### config.mk
export PLATFORM = sky130hd
export DESIGN_NAME = seg_scan_ctrl
export DESIGN_NICKNAME = d
export VERILOG_FILES = /design/src/rtl/seg_scan_ctrl.sv
export SDC_FILE = /design/constraint.sdc
export NUM_CORES = 1
export LEC_CHECK = 0
export ABC_AREA = 1
export CAP_MARGIN = 20
export CELL_PAD_IN_SITES_DETAIL_PLACEMENT = 2
export CELL_PAD_IN_SITES_GLOBAL_PLACEMENT = 2
export CORE_ASPECT_RATIO = 0.7
export CORE_MARGIN = 5
export CORE_UTILIZATION = 36
export CTS_CLUSTER_SIZE = 40
export DETAILED_ROUTE_END_ITERATION = 16
export PLACE_DENSITY_LB_ADDON = 0.1
export SETUP_SLACK_MARGIN = 0.05
export SYNTH_ARGS = -nofsm -noshare
export SYNTH_HDL_FRONTEND = slang
export SYNTH_SLANG_ARGS = --single-unit
### constraint.sdc
create_clock -name clk -period 6 [get_ports clk]
set_clock_uncertainty 0.1 [all_clocks]
set_input_delay 1.2 -clock clk [delete_from_list [all_inputs] [get_ports clk]]
set_output_delay 1.2 -clock clk [all_outputs]
set_load 0.02 [all_outputs]
### src/rtl/seg_scan_ctrl.sv
// seg_scan_ctrl: time-multiplexed scan controller for a common-anode
// seven-segment display. It walks one slot per digit. Each slot opens with
// a blanking gap (all anodes off) and then drives the selected anode low
// while the matching BCD nibble sits on the shared decoder input. Display
// data is double-buffered: loads land in a stage register and move to the
// shadow register only at the frame boundary, so a frame never tears.
//
// Ports:
//   clk        system clock
//   rst_n      asynchronous active-low reset
//   en         scan enable; low forces a dark display and parks the scan
//   digits_i   NUM_DIGITS BCD nibbles, digit k at [4k+3:4k], digit 0 rightmost
//   load_i     one-cycle strobe capturing digits_i
//   mask_i     per-digit enable; 0 keeps that anode dark during its slot
//   dig_data   nibble to the segment decoder (4'hF decodes to blank)
//   an_n       active-low anode enables, at most one low at a time
//   scan_idx   current slot index
//   frame_o    one-cycle pulse in the first cycle of slot 0

// Per-digit anode driver: low only when this lane owns the slot, the slot
// is past its blanking gap and the digit is not masked off.
module seg_scan_lane #(
  parameter int IDX_W = 3,
  parameter int LANE  = 0
) (
  input  logic [IDX_W-1:0] idx_i,
  input  logic             show_i,
  input  logic             mask_i,
  output logic             an_n_o
);
  assign an_n_o = ~(show_i & mask_i & (idx_i == IDX_W'(LANE)));
endmodule

module seg_scan_ctrl #(
  parameter int NUM_DIGITS   = 8,
  parameter int SLOT_CYCLES  = 100000,
  parameter int BLANK_CYCLES = 5000,
  localparam int IDX_W = (NUM_DIGITS > 1) ? $clog2(NUM_DIGITS) : 1
) (
  input  logic                    clk,
  input  logic                    rst_n,
  input  logic                    en,
  input  logic [4*NUM_DIGITS-1:0] digits_i,
  input  logic                    load_i,
  input  logic [NUM_DIGITS-1:0]   mask_i,
  output logic [3:0]              dig_data,
  output logic [NUM_DIGITS-1:0]   an_n,
  output logic [IDX_W-1:0]        scan_idx,
  output logic                    frame_o
);

  localparam int CNT_W = (SLOT_CYCLES > 1) ? $clog2(SLOT_CYCLES) : 1;

  // Scan position and data buffers.
  logic [CNT_W-1:0]                cnt_q, cnt_d;
  logic [IDX_W-1:0]                idx_q, idx_d;
  logic                            run_q, run_d;
  logic [NUM_DIGITS-1:0][3:0]      stage_q, stage_d;
  logic [NUM_DIGITS-1:0][3:0]      shadow_q, shadow_d;
  logic                            pend_q, pend_d;

  // Registered outputs.
  logic [NUM_DIGITS-1:0]           an_n_q, an_n_d;
  logic [3:0]                      dig_q, dig_d;
  logic [IDX_W-1:0]                scan_q;
  logic                            frame_q, frame_d;

  logic [NUM_DIGITS-1:0][3:0]      digits_w;
  logic                            slot_end, idx_last, commit, show_d;

  assign digits_w = digits_i;

  // run_q marks that the scan has already produced its first cycle since
  // reset or the last enable rise; until then the next enabled cycle is the
  // start of a fresh frame rather than an increment.
  assign slot_end = run_q && (cnt_q == CNT_W'(SLOT_CYCLES - 1));
  assign idx_last = (idx_q == IDX_W'(NUM_DIGITS - 1));
  assign commit   = en && slot_end && idx_last;

  // Scan position next state.
  always_comb begin
    cnt_d = cnt_q;
    idx_d = idx_q;
    run_d = en;
    if (!en || !run_q) begin
      cnt_d = '0;
      idx_d = '0;
    end else if (slot_end) begin
      cnt_d = '0;
      idx_d = idx_last ? '0 : idx_q + IDX_W'(1);
    end else begin
      cnt_d = cnt_q + CNT_W'(1);
    end
  end

  // Double-buffer next state. A load on the commit edge, or while the scan
  // is disabled, goes straight to the shadow so it is not held back a frame.
  always_comb begin
    stage_d  = stage_q;
    shadow_d = shadow_q;
    pend_d   = pend_q;
    if (!en) begin
      if (load_i) begin
        shadow_d = digits_w;
        pend_d   = 1'b0;
      end
    end else if (commit) begin
      if (load_i) begin
        shadow_d = digits_w;
        pend_d   = 1'b0;
      end else if (pend_q) begin
        shadow_d = stage_q;
        pend_d   = 1'b0;
      end
    end else if (load_i) begin
      stage_d = digits_w;
      pend_d  = 1'b1;
    end
  end

  // Outputs are computed from the next-state position so the registered
  // outputs line up with the (cnt, idx) held in the same cycle.
  assign show_d  = en && (cnt_d >= CNT_W'(BLANK_CYCLES));
  assign frame_d = en && (!run_q || commit || (slot_end && idx_last));
  assign dig_d   = en ? shadow_d[idx_d] : 4'hF;

  for (genvar k = 0; k < NUM_DIGITS; k++) begin : g_lane
    seg_scan_lane #(
      .IDX_W (IDX_W),
      .LANE  (k)
    ) u_lane (
      .idx_i  (idx_d),
      .show_i (show_d),
      .mask_i (mask_i[k]),
      .an_n_o (an_n_d[k])
    );
  end

  always_ff @(posedge clk or negedge rst_n) begin
    if (!rst_n) begin
      cnt_q    <= '0;
      idx_q    <= '0;
      run_q    <= 1'b0;
      stage_q  <= {NUM_DIGITS{4'hF}};
      shadow_q <= {NUM_DIGITS{4'hF}};
      pend_q   <= 1'b0;
      an_n_q   <= '1;
      dig_q    <= 4'hF;
      scan_q   <= '0;
      frame_q  <= 1'b0;
    end else begin
      cnt_q    <= cnt_d;
      idx_q    <= idx_d;
      run_q    <= run_d;
      stage_q  <= stage_d;
      shadow_q <= shadow_d;
      pend_q   <= pend_d;
      an_n_q   <= an_n_d;
      dig_q    <= dig_d;
      scan_q   <= idx_d;
      frame_q  <= frame_d;
    end
  end

  assign an_n     = an_n_q;
  assign dig_data = dig_q;
  assign scan_idx = scan_q;
  assign frame_o  = frame_q;

endmodule
; ---- After elaboration in Yosys (flattened, before gate mapping)
; Cells that the tools add are included.
; Widths: inputs -> output; s select.
[totals]
ff_bits = 99
latchBits = 0
ram_bits = 0
mem_bits_ro = 0
in_bits = 44
out_inout_bits = 16
wordCells = 94
memories = 0
[op_classes]
n_addsub = 2
n_mul = 0
div = 0
order_cmp = 2
eq_ne = 9
shift = 0
mux = 17
n_bitwise = 25
reduce_logical = 16
[ops]
columns = cell, n
row1 = $mux 32, 5
row2 = $mux 17, 2
row3 = $add 17x1->17 const B, 1
row4 = $eq 17x17->1 const B, 1
row5 = $ge 17x13->1 const B, 1
row6 = $and 1x1->1, 16
row7 = $eq 3x3->1 const B, 5
row8 = $bmux 4 s3, 1
row9 = $mux 3, 3
row10 = $not 1->1, 9
row11 = $mux 4, 2
row12 = $eq 3x2->1 const B, 2
row13 = $logic_and 1x1->1, 6
row14 = $lt 3x4->1 const B, 1
row15 = $mux 1, 4
row16 = $reduce_bool 2->1, 2
row17 = $add 3x1->3 const B, 1
row18 = $eq 3x1->1 const B, 1
row19 = $logic_not 3->1, 1
row20 = $logic_or 1x1->1, 3
row21 = $reduce_and 3->1, 1
row22 = $logic_not 1->1, 2
row23 = $reduce_and 2->1, 1

; ---- Depth between registers and ports, before layout
; Gate-level depths: netlist of the first run.
[logic_depth]
depth_word = 9
depth_mapped = 16

; ---- Modules after synthesis
; A second synthesis of the first run with hierarchy kept.
[hier_totals]
hier_cells = 776
hier_area_um2 = 5953.2
[by_module_without_submodules]
columns = module, instances, cells_per_inst, area_per_inst_um2, seq_area_each_um2
row1 = seg_scan_ctrl, 1, 736, 5803.1, 2572.5
row2 = seg_scan_lane at g_lane[1].u_lane ..., 6, 5, 18.8, 0.0
row3 = seg_scan_lane at g_lane[7].u_lane, 1, 6, 22.5, 0.0
row4 = seg_scan_lane at g_lane[0].u_lane, 1, 4, 15.0, 0.0

; ---- Worst setup path before layout of the first run
; OpenSTA, ideal clock, no wires.
[synth_path]
path_kind = input -> register
startpoint = input port en
endpoint = register an_n_q[0], in the netlist an_n[0]
setup_time_ns = 0.078
arrival_ns = 2.400
required_ns = 5.822
path_slack_ns = 3.422
cell_stages = 11
n_path_buf = 1
path_cell_list = buf_2 -> nand2_1 -> inv_2 -> nand2_4 -> inv_1 -> nand3_1 -> inv_1 -> o21ai_1 -> and2_2 -> nand2_4 -> nand2_1
[synth_via]
elab_chain_len = 8
word_cells_on_any_way = 10
cone_classes = 1 x order compare / 2 x mux / 3 x bitwise / 4 x reduce/logical
[synth_rtl]
columns = item, line_no
row1 = "start, declared", 42  ; input logic en,
row2 = $logic_not 1->1, --
row3 = $logic_or 1x1->1, 85  ; if (!en || !run_q) begin
row4 = $mux 17, 85
row5 = named net cnt_d[11], 55  ; logic [CNT_W-1:0] cnt_q, cnt_d;
row6 = $ge 17x13->1, 123  ; assign show_d = en && (cnt_d >= CNT_W'(BLANK_CYCLES));
row7 = $logic_and 1x1->1, 123
row8 = $and 1x1->1 (2 in a row), 31  ; assign an_n_o = ~(show_i & mask_i & (idx_i == IDX_W'(LANE)));
row9 = $not 1->1, 31
row10 = named net g_lane[0].u_lane.an_n_o, 29  ; output logic an_n_o
row11 = "end signal, assigned", 158  ; an_n_q <= an_n_d;
row12 = "end, declared", 63  ; logic [NUM_DIGITS-1:0] an_n_q, an_n_d;
; The timed path passes the listed nets, and every way through them passes these cells.
; A chain may end at the register's enable or synchronous reset.

; ---- Worst setup path in the final report of the first run
[layout_path]
startpoint = input port en
endpoint = register an_n_q[2], in the netlist an_n[2]
[layout_via]
elab_chain_len = 8
word_cells_on_any_way = 10
cone_classes = 1 x order compare / 1 x eq/ne / 2 x mux / 3 x bitwise / 3 x reduce/logical
[layout_rtl]
columns = item, line_no
row1 = $logic_not 1->1, --
row2 = $logic_or 1x1->1, 85
row3 = $mux 17, 85
row4 = $ge 17x13->1, 123
row5 = $logic_and 1x1->1, 123
row6 = $and 1x1->1, 31
row7 = $and 1x1->1 *, 31
row8 = $not 1->1 *, 31
row9 = named net g_lane[2].u_lane.an_n_o, 29
; The timed path passes the listed nets; every way through them passes the cells marked *.

==> results of run 1 <==
[per-layer routing]
| layer | GRT usage [%] | vias to the layer above | wire [um] |
|---|---|---|---|
| li1 | - | 2499 | - |
| met1 | 32.0 | 2729 | 10400 |
| met2 | 37.1 | 76 | 9510 |
| met3 | 4.06 | 12 | 682 |
| met4 | 4.17 | 0 | 178 |
| met5 | 0 | - | 0 |
[cell usage after synthesis (7+ instances only)]
cell | number | area share (%)
o211ai_1 | 19 | 2.4
inv_1 | 89 | 5.7
buf_2 | 7 | 0.60
nand3_1 | 70 | 6.0
a21oi_1 | 10 | 0.86
nand4_1 | 11 | 1.2
o21ai_0 | 59 | 5.0
nor2_2 | 8 | 0.86
clkbuf_1 | 16 | 1.0
dfrtp_1 | 23 | 9.8
nand2_1 | 181 | 12
nor2_1 | 74 | 4.7
dfstp_2 | 76 | 34
mux2_2 | 32 | 6.2
a21boi_0 | 16 | 2.1
[flip-flops by register name, summed over array words and instances (netlist names)]
register	flops
dig_data	4
shadow_q	32
run_q	1
stage_q	32
an_n	8
pend_q	1
scan_idx	3
frame_o	1
cnt_q	17
[metrics by stage]
step,instances,utilization (%)
3_5_place_dp,1006,41.1
3_3_place_gp,1005,40.9
5_1_grt,1022,43.2
2_1_floorplan,746,-
6_report,1022,43.2
4_1_cts,1022,43.2
[final timing paths]
path,from,to,slack [ns],cells past startpoint
max in group asynchronous,rst_n,cnt_q[14],3.84,2
worst min-delay path,cnt_q[0],cnt_q[0],0.37,1
worst min register to register,cnt_q[0],cnt_q[0],0.37,1
worst max-delay path,en,an_n[2],2.21,12
min in group asynchronous,rst_n,cnt_q[16],0.82,1
worst max register to register,cnt_q[0],dig_data[2],2.93,12
[power by group]
| part | internal [mW] | switching (mW) |
|---|---|---|
| clock network | 0.388 | 0.271 |
| logic | 0.112 | 0.169 |
| registers | 0.774 | 0.0327 |
[critical path, cell delays in order]
cell and delay, ns:
clkdlybuf4s50_1 0.82, nand2_1 0.28, inv_2 0.24, nand2_4 0.11
inv_1 0.26, nand3_1 0.17, nand2_1 0.10, inv_1 0.04
a21oi_1 0.28, nand3_1 0.18, nand2_4 0.17, nand2_1 0.09
[cells by family (layout without fill, tap and decap cells)]
logic type / count (synthesis) / count (layout) / share of synthesized area (%)
AOI/OAI and AO/OA: 107 / 107 / 10.7
xor gates and xnor gates: 6 / 6 / 0.899
adders and majority gates: 3 / 3 / 0.642
buffers and inverters: 126 / 177 / 8.56
DFF: 99 / 99 / 44.0
muxes: 32 / 32 / 6.16
and+or+nand+nor: 373 / 373 / 29.0
[cell type report]
type	count	area share, %
multi-input cells	521	39.8
well taps	225	4.04
clock inverters	4	1.04
clock buffers	12	3.68
repair buffers	66	9.41
flip-flops and latches	99	36.9
inverters	95	5.12
[cell usage in the layout, fill, tap and decap left out, types with 7 or more instances in the layout]
cell type        count
dfrtp_1             23
nor2_1              74
inv_1               89
clkdlybuf4s50_1     57
clkbuf_16            9
nor2_2               8
buf_4                7
o211ai_1            19
nand4_1             11
dfstp_2             76
o21ai_0             59
a21oi_1             10
nand3_1             70
nand2_1            181
a21boi_0            16
mux2_2              32
==> impl_metrics.yaml, run 1 <==
status:
  status: "finished clean"
worst_setup_path:
  path_class: "input pin to flop"
  end_kind: "flop"
  arrival_ns: 3.97
  crit_fanout: 14
  crit_path_start_kind: "input pin"
  required_ns: 6.18
routing:
  vias: 5316
  wl_per_cell_um: 20.4
  drt_iter0_drc: 227
  wl_um: 20800
  ant_nets: 0
  drc_errors: 0
  viasPerCell: 5.20
  firstDrtPassIters: 5
grt:
  antenna_found_initial: 0
  grt_max_degree: 65
  grt_pass1_vias: 5948
  grt-ovfl-total: 0
  grt_usage_pct: 22.7
  grt_pass1_wl_um: 33200
pwr:
  p_leak_nw: 3.12
  totalPowerFinal_mw: 1.75
  p_per_area_nw_per_um2: 251
  ir_drop_mv: 0.146
logic_synthesis:
  synth_fp_nets: 793
  syn_area_um2: 5850
  ys_ff_latch: 99
  synth_edf_count: 0
  async_reset_ff_share_pct: 100
  ys_warn_count: 0
  synthCells: 746
  synth.distinct_cells: 36
  avgSynthCellArea_um2: 7.84
  synth_ff_type: "dfstp_2"
  ys_seq_area_share_pct: 44.0
hold_path:
  holdCritPathClass: "flop to flop"
die:
  rows: 39
  die_h_um: 117
  start_util_pct: 36.2
  io_pins: 60
  fp.dieW_um: 162
  core_um2: 16200
  die-area_um2: 18900
clock_network:
  clk_pin_slew_ns: 0.07
  cts_buffer_depth: 2
  cts_inserted_buffers: 9
  tritoncts: "done"
  cts_sinks: 99
  postCtsHoldBufs: 0
  post_cts_buffers: 0
  cts_resized: 0
  cts_root_buf: "clkbuf_16"
  htree_num_levels: 3
  insertion_delay_ns: 0.35
sta:
  finalSetupTns_ns: 0
  slew-limit-headroom_pct: 47.2
  setup_violations: 0
  post-route-period-util_pct: 63.2
  finalMaxSlewViolations: 0
  rsz0062_at_grt: "false"
  clock.fmax_mhz: 264
  holdWs_ns: 0.367
  hold_violations: 0
  setup_ws_ns: 2.21
  worst_pin_slew_ns: 0.792
  period_needed_ns: 3.79
cells_and_area:
  drive_gt1_share_pct: 21.0
  antennaDiodeCount: 0
  fin_nets: 839
  syn_to_final_growth_pct: 19.2
  multi_input_area_um2: 2780
  regArea_um2: 2570
  design_area_um2: 6970
  fillCellCount: 1850
placement:
  place_congestion: 0.826
  dp_hpwl_um: 15000
  place_area_um2: 6640
  pre_cts_slack_ns: 1.92
  place.port_buffers: 59
job:
  max_cap_viol_count: 0
Note: power is estimated with default switching activity, not from simulation.
==> run 2, diff against run 1 <==
- CORE_UTILIZATION: 36 -> 34
- clock period: 6 -> 3.5 ns (I/O delays scaled with it)
==> impl_metrics.yaml, run 2 (synthesis results as in run 1) <==
status:
  status: "finished clean"
routing:
  highest_layer: "met4"
  viasPerCell: 5.24
  wl_per_cell_um: 20.9
  wl_met2_um: 9650
  drt_iter0_drc: 301
  wl_um: 21600
  vias: 5424
  ant_nets: 0
  wl_met3_um: 880
  drc_errors: 0
  wl_met1_um: 10900
  firstDrtPassIters: 5
die:
  die-area_um2: 20000
  rows: 40
  die_h_um: 120
  fp.dieW_um: 167
  core_um2: 17000
  start_util_pct: 34.4
  io_pins: 60
pwr:
  p_per_area_nw_per_um2: 419
  p_leak_nw: 3.14
  power_frac_seq_pct: 47.1
  power_frac_comb_pct: 16.7
  ir_drop_mv: 0.209
  sw_frac_of_total_pct: 27.7
  clockPowerShare_pct: 36.3
  power.switching_mw: 0.814
  internal_power_mw: 2.12
  totalPowerFinal_mw: 2.94
worst_setup_path:
  path_class: "flop to flop"
  crit_fanout: 23
  cp_slowest_cell: "dfrtp_1"
  arrival_ns: 2.97
  cp_slowest_stage_delay_ns: 0.45
  end_kind: "flop"
  crit_path_start_kind: "flop"
  path_buf_inv: 2
  reg2reg_slack_ns: 0.70
  path_cells: "ha_1, ha_1, nand3_4, buf_4, nand2_1, inv_1, nand2_1, nand3_1, nor2_1, nor2_1, nand2_1, nand2_1, nand2_1"
  cp_common_cell: "nand2_1"
  path_delay_family: "simple AND/OR/NAND/NOR gates"
  required_ns: 3.68
hold_path:
  holdCritPathClass: "input pin to asynchronous set/reset pin"
cells_and_area:
  mostFrequentLayoutCells: "181 x nand2_1, 89 x inv_1, 76 x dfstp_2"
  drive_gt1_share_pct: 21.6
  fin_nets: 846
  syn_to_final_growth_pct: 19.8
  final_common_cell: "nand2_1"
  top_regs: "shadow_q x32, stage_q x32, cnt_q x17"
  fillCellCount: 1936
  antennaDiodeCount: 0
  fin_util_pct: 41.2
sta:
  worst_pin_slew_ns: 0.820
  period_needed_ns: 2.80
  clock.fmax_mhz: 358
  rsz0062_at_grt: "false"
  finalMaxSlewViolations: 0
  setup_violations: 0
  finalSetupTns_ns: 0
  post-route-period-util_pct: 79.9
  slew-limit-headroom_pct: 45.3
  hold_violations: 0
clock_network:
  tritoncts: "done"
  htree_num_levels: 3
  postCtsHoldBufs: 0
  clk_pin_slew_ns: 0.07
  cts_root_buf: "clkbuf_16"
  cts_buffer_depth: 2
  cts_resized: 0
  insertion_delay_ns: 0.36
  cts_inserted_buffers: 9
  post_cts_buffers: 0
  cts_sinks: 99
job:
  max_cap_viol_count: 0
placement:
  place_congestion: 0.867
  place.port_buffers: 59
  dp_hpwl_um: 16000
grt:
  grt_pass1_vias: 6116
  grt_usage_pct: 22.1
  grt_max_degree: 65
  grt_pass1_wl_um: 34600
  grt-ovfl-total: 0
  antenna_found_initial: 0
[run 2: changes by cell type in the layout (fill, tap and decap cells not counted), sizes merged]
cell / delta
buf: +7
clkinvlp: +1
bufinv: -1
clkbuf: -1
inv: +1
[run 2: power groups by stage]
| stage | clock (mW) | combinational [mW] | sequential, mW |
|---|---|---|---|
| after floorplan | 0 | 0.284 | 1.39 |
| after global placement | 0 | 0.461 | 1.39 |
| after detailed placement | 0 | 0.490 | 1.40 |
| after CTS | 1.11 | 0.495 | 1.38 |
| after global routing | 1.15 | 0.546 | 1.39 |
| final | 1.06 | 0.489 | 1.38 |
[run 2: stage by stage]
stage	cells	hold slack, ns	instance area [um^2]	setup slack, ns
finish	1035	0.323	7010	0.704
global route	1035	0.365	7010	0.518
CTS	1035	0.345	7010	0.672
detailed placement	1019	0.420	6690	0.316
global placement	1019	0.426	6690	0.452
floorplan	746	0.304	5850	1.42
[run 2: worst paths after layout]
path | startpoint | to | depth (start not counted)
setup reg to reg | scan_idx[0] | dig_data[3] | 13
min in group clk | run_q | frame_o | 1
setup / recovery | scan_idx[0] | dig_data[3] | 13
hold reg to reg | run_q | frame_o | 1
hold / removal | rst_n | run_q | 1
max in group asynchronous | rst_n | stage_q[11] | 2
[run 2: per-layer routing]
metal	vias to the layer above	global-route usage [%]
li1	2522	-
met1	2782	31.9
met2	106	34.4
met3	14	4.35
met4	0	4.80
met5	-	0
[run 2: layout make-up]
type / instances / area [um^2] / area share [%]
Multi-Input combinational cell: 521 / 2780 / 39.6
Sequential cell: 99 / 2570 / 36.7
Timing Repair Buffer: 73 / 701 / 10.0
Inverter: 95 / 357 / 5.09
Tap cell: 231 / 289 / 4.12
Clock buffer: 11 / 254 / 3.63
Clock inverter: 5 / 58.8 / 0.839
